[src/rtl/useq_next_addr.sv]
// Sol-1 microcode sequencer: owns the micro-program counter and picks the next ROM address each clock.
// Optional micro-breakpoint support is compiled in with `define USEQ_UBREAK_EN.
module useq_next_addr #(
  parameter int          CYCLE_W    = 6,
  parameter logic [7:0]  INT_OPCODE = 8'hFF,
  localparam int         UADDR_W    = 1 + 8 + CYCLE_W
) (
  input  logic               clk,
  input  logic               rst_n,
  input  logic [1:0]         typ,
  input  logic [6:0]         offset,
  input  logic               cond_invert,
  input  logic               cond_flag_src,
  input  logic [3:0]         cond_sel,
  input  logic               escape,
  input  logic [7:0]         ir,
  input  logic [15:0]        u_cond,
  input  logic [15:0]        cpu_cond,
  input  logic               int_req,
  input  logic               irq_en,
  input  logic               stall,
  output logic [UADDR_W-1:0] uaddr,
  output logic               cond_true,
  output logic               fetch_start,
  output logic               int_taken,
  output logic               seq_fault
`ifdef USEQ_UBREAK_EN
  ,
  input  logic [UADDR_W-1:0] ubrk_addr,
  input  logic               ubrk_arm,
  output logic               ubrk_hit
`endif
);

  localparam int SW = CYCLE_W + 1;
  typedef logic signed [SW-1:0] sum_t;

  logic [CYCLE_W-1:0] cyc;
  logic [15:0]        vec;
  sum_t               rel_sum;
  sum_t               inc_sum;
  sum_t               cyc_res;
  logic [UADDR_W-1:0] next_addr;
  logic               next_fault;
  logic               next_int;
  logic               next_fetch;
  logic               hold;

  assign cyc = uaddr[CYCLE_W-1:0];

  always_comb begin
    vec     = cond_flag_src ? cpu_cond : u_cond;
    vec[15] = 1'b1;
  end

  assign cond_true = vec[cond_sel] ^ cond_invert;

  // Both sums carry one extra bit: a set top bit means the cycle left 0..2^CYCLE_W-1.
  assign rel_sum = sum_t'($signed({1'b0, cyc})) + sum_t'($signed(offset));
  assign inc_sum = sum_t'($signed({1'b0, cyc})) + sum_t'(1);

  always_comb begin
    cyc_res    = inc_sum;
    next_addr  = uaddr;
    next_fault = 1'b0;
    next_int   = 1'b0;
    case (typ)
      2'd0: begin
        if (cond_true) cyc_res = rel_sum;
        next_fault = cyc_res[CYCLE_W];
        next_addr  = {uaddr[UADDR_W-1:CYCLE_W], cyc_res[CYCLE_W-1:0]};
      end
      2'd1: begin
        if (cond_true) cyc_res = {1'b0, CYCLE_W'(offset[5:0])};
        next_fault = cyc_res[CYCLE_W];
        next_addr  = {uaddr[UADDR_W-1:CYCLE_W], cyc_res[CYCLE_W-1:0]};
      end
      2'd2: begin
        if (int_req && irq_en) begin
          next_addr = {1'b0, INT_OPCODE, {CYCLE_W{1'b0}}};
          next_int  = 1'b1;
        end else begin
          next_addr = '0;
        end
      end
      default: next_addr = {escape, ir, {CYCLE_W{1'b0}}};
    endcase
    if (next_fault) next_addr = '0;
  end

  assign next_fetch = (next_addr == '0);

`ifdef USEQ_UBREAK_EN
  assign hold = stall | ubrk_hit;
`else
  assign hold = stall;
`endif

  always_ff @(posedge clk) begin
    if (!rst_n) begin
      uaddr       <= '0;
      fetch_start <= 1'b1;
      int_taken   <= 1'b0;
      seq_fault   <= 1'b0;
    end else if (hold) begin
      fetch_start <= 1'b0;
      int_taken   <= 1'b0;
    end else begin
      uaddr       <= next_addr;
      fetch_start <= next_fetch;
      int_taken   <= next_int;
      if (next_fault) seq_fault <= 1'b1;
    end
  end

`ifdef USEQ_UBREAK_EN
  // The matching address is still loaded; the hit then freezes the sequencer on it.
  always_ff @(posedge clk) begin
    if (!rst_n || !ubrk_arm) ubrk_hit <= 1'b0;
    else if (!hold && next_addr == ubrk_addr) ubrk_hit <= 1'b1;
  end
`endif

endmodule

[config.mk]
export PLATFORM = sky130hd
export DESIGN_NAME = useq_next_addr
export DESIGN_NICKNAME = d
export VERILOG_FILES = /design/src/rtl/useq_next_addr.sv
export SDC_FILE = /design/constraint.sdc
export NUM_CORES = 1
export LEC_CHECK = 0
export BUFFER_PORTS_ARGS = -buffer_cell sky130_fd_sc_hd__buf_2
export CORE_ASPECT_RATIO = 0.6
export CORE_MARGIN = 2
export CORE_UTILIZATION = 48
export CTS_CLUSTER_DIAMETER = 40
export DETAILED_ROUTE_END_ITERATION = 12
export PLACE_DENSITY = 0.81
export SKIP_LAST_GASP = 1
export SYNTH_ARGS = -nofsm -noshare
export SYNTH_HDL_FRONTEND = slang
export SYNTH_SLANG_ARGS = --single-unit
[constraint.sdc]
create_clock -name clk -period 2.69 [get_ports clk]
set_input_delay 0.4035 -clock clk [delete_from_list [all_inputs] [get_ports clk]]
set_output_delay 0.4035 -clock clk [all_outputs]
set_load 0.01 [all_outputs]
==> impl_metrics.tcl <==
set metrics [dict create \
    outcome "finished, final reports clean" \
    p_sw_frac 0.328 \
    drtIter0Drc 121 \
    power.switching_uw 283 \
    maxSlewViolCount 0 \
    rsz0062_at_grt "no" \
    num_vias 1939 \
    cts_root_buffer "clkbuf_8" \
    cts_tree "done" \
    power_uw 864 \
    skew_ns 0.00204 \
    use_met1 0.339 \
    nets 370 \
    grt_pass1_vias 1707 \
    diodes 0 \
    synth_area_sq_um 1840 \
    fp.dieArea_sq_um 4350 \
    seqPwrFrac 0.342 \
    cts.sinks 18 \
    worstPathMaxFanout 8 \
    clockBufferDepth 2 \
    p_clk_frac 0.260 \
    holdWs_ns 0.464 \
    grt_max_degree 33 \
    p_leak_uw 0.00113 \
    wl_microns 4800 \
    die_w_microns 83.8 \
    fin_util 0.645 \
    cts-htree-levels 1 \
    drc_errors 0 \
    power_frac_comb 0.398 \
    p_int_uw 581 \
    pin_count 80 \
    syn_avg_cell_area_sq_um 8.27 \
    period_minus_slack_ns 2.57 \
    die_h_microns 51.9 \
    crit_path_top_delay_cell "a32o_1" \
    ys_warn_count 0 \
    cp-start-kind "input port" \
    tightestPinTransition_ns 0.560 \
    max_freq_ghz 0.390 \
    gr-usage-met2 0.347 \
    clk_pin_slew_worst_paths_ns 0.07 \
    fp-row-count 17 \
    required_ns 2.29 \
    seq_area_frac_synth 0.196 \
    drive_above_1_share 0.370 \
    syn_to_final_growth_pct 28.6 \
    start_util 0.502 \
    grt_use_total 0.230 \
    gr-usage-met3 0.0571 \
    overflow 0 \
    finalHoldViolCount 0 \
    fillers 334 \
    power.density_nw_per_um2 366 \
    end_kind "output port" \
    synthCells 222 \
    worstPathArrival_ns 2.16 \
    dpl_cell_area_sq_um 2300 \
    multi_input_area_sq_um 1380 \
    finalCritPeriodShare 0.954 \
    clk_latency_ns 0.26 \
    viasPerCell 5.59 \
    synth_seq_cells 18 \
    synth_cell_types 53 \
    regArea_sq_um 360 \
    dr.pass1.iters 4 \
    io_buffers 77 \
    synthArstFlopShare 0 \
    fin_ws_ns 0.125 \
    gp_congestion 0.818 \
    coreArea_sq_um 3660 \
    syn_nets 291 \
    worstPathCellList "buf_2 -> buf_12 -> nor2_2 -> a32o_1 -> nor4_2 -> xnor2_1 -> o221ai_4 -> buf_4 -> buf_2" \
    criticalPathCategory "in -> out" \
    place_ws_ns -0.0778 \
    cts_setup_buffers 0 \
    ant_nets 0 \
    cpPeakStageDelay_ns 0.28 \
    cpMostUsedCell "buf_2" \
    grt_pass1_wl_microns 8060 \
    setup_viol 0 \
    synth_edf_count 0 \
    place_hpwl_microns 3730 \
    hold_path_class "in -> reg" \
    design_area_sq_um 2360 \
    drv_cap 0 \
    grt-busiest-layer "met2" \
    slew_headroom 0.627 \
    cts_made_buffers 3 \
    vdd_drop_max_mv 0.252 \
    antenna_found_initial 0 \
    synthFlopType "dfxtp_1" \
    wl_per_cell_microns 13.8 \
]
[synth_stat cells, drive strengths merged, types with 4 or more instances]
master,count,area [sq um]
inv,4,15.0
o31ai,8,60.1
nand2b,6,37.5
o21ai,12,60.1
dfxtp,18,360
clkbuf,7,26.3
and3,5,31.3
mux2i,11,110
a21oi,14,70.1
xor2,5,43.8
nand3b,4,30.0
nor2b,5,31.3
o41ai,4,57.6
mux2,10,120
nand2,24,90.1
ha,7,87.6
a211o,4,35.0
xnor2,5,43.8
nand3,9,45.0
and2,8,50.1
a21boi,4,30.0
buf,8,53.8
nor2,9,36.3
[metrics by stage]
| step | cells | setup TNS (ns) |
|---|---|---|
| finish | 347 | 0 |
| global route | 347 | 0 |
| CTS | 347 | 0 |
| detailed placement | 343 | -0.212 |
| global placement | 343 | -0.136 |
| floorplan | 222 | 0 |
[worst max-delay path: cells and delay by family]
kind | cells | cell delay (ns)
buffers and inverters | 4 | 0.74
AOI/OAI and AO/OA | 2 | 0.56
and+or+nand+nor | 2 | 0.32
xor gates and xnor gates | 1 | 0.14
[what timing repair did]
action | in CTS | in global routing
resized for setup | 0 | 2
hold buffers | 0 | 0
endpoints found under the setup margin | 0 | 9
[state kept, by name (all words and copies together) (netlist names)]
| register | count |
|---|---|
| uaddr | 15 |
| seq_fault | 1 |
| int_taken | 1 |
| fetch_start | 1 |
[logic make-up (layout without fill, tap and decap cells)]
logic type | Yosys count | after routing | synth area share
xor gates and xnor gates | 10 | 10 | 0.0477
and+or+nand+nor | 83 | 83 | 0.251
AOI/OAI and AO/OA | 62 | 62 | 0.257
buffers and inverters | 19 | 97 | 0.0518
DFF | 18 | 18 | 0.196
muxes | 22 | 22 | 0.138
adders and majority gates | 8 | 8 | 0.0586
[cells in the final DEF (no fill, tap or decap), types with 4 or more instances in the layout]
cell type / n
and2_1: 8
and3_1: 5
dfxtp_1: 18
mux2_2: 7
o21ai_0: 11
mux2i_1: 11
nand3_1: 9
ha_1: 7
a21boi_1: 4
nand2_1: 24
nand2b_1: 6
o31ai_1: 8
buf_4: 11
a21oi_1: 13
xnor2_1: 5
nor2_1: 8
xor2_1: 5
nor2b_1: 5
nand3b_1: 4
inv_1: 4
clkbuf_8: 4
buf_2: 77
a211o_1: 4
[worst paths after layout]
kind	endpoint	start	depth (start not counted)	slack [ns]
hold reg to reg	seq_fault	seq_fault	1	0.47
hold / removal	fetch_start	rst_n	2	0.46
setup reg to reg	fetch_start	uaddr[0]	9	0.21
setup / recovery	cond_true	cond_sel[0]	9	0.12
[layout make-up]
| class | count | area share |
|---|---|---|
| Timing Repair Buffer | 89 | 0.207 |
| Tap cell | 47 | 0.0249 |
| Sequential cell | 18 | 0.153 |
| Clock buffer | 4 | 0.0233 |
| Inverter | 4 | 0.00636 |
| Multi-Input combinational cell | 185 | 0.586 |
[power groups by stage]
| stage | registers, uW | clock network (uW) | logic [uW] |
|---|---|---|---|
| 2_1_floorplan | 308 | 0 | 211 |
| 3_3_place_gp | 300 | 0 | 331 |
| 3_5_place_dp | 301 | 0 | 339 |
| 4_1_cts | 295 | 226 | 342 |
| 5_1_grt | 297 | 239 | 380 |
| 6_report | 295 | 225 | 344 |
[layer usage]
layer	up-vias	share of wire	wire length [microns]
li1	982	-	-
met1	886	0.51	2440
met4	0	0.0017	8
met2	69	0.41	1970
met3	2	0.079	379
met5	-	0	0
Note: power is estimated with default switching activity, not from simulation.
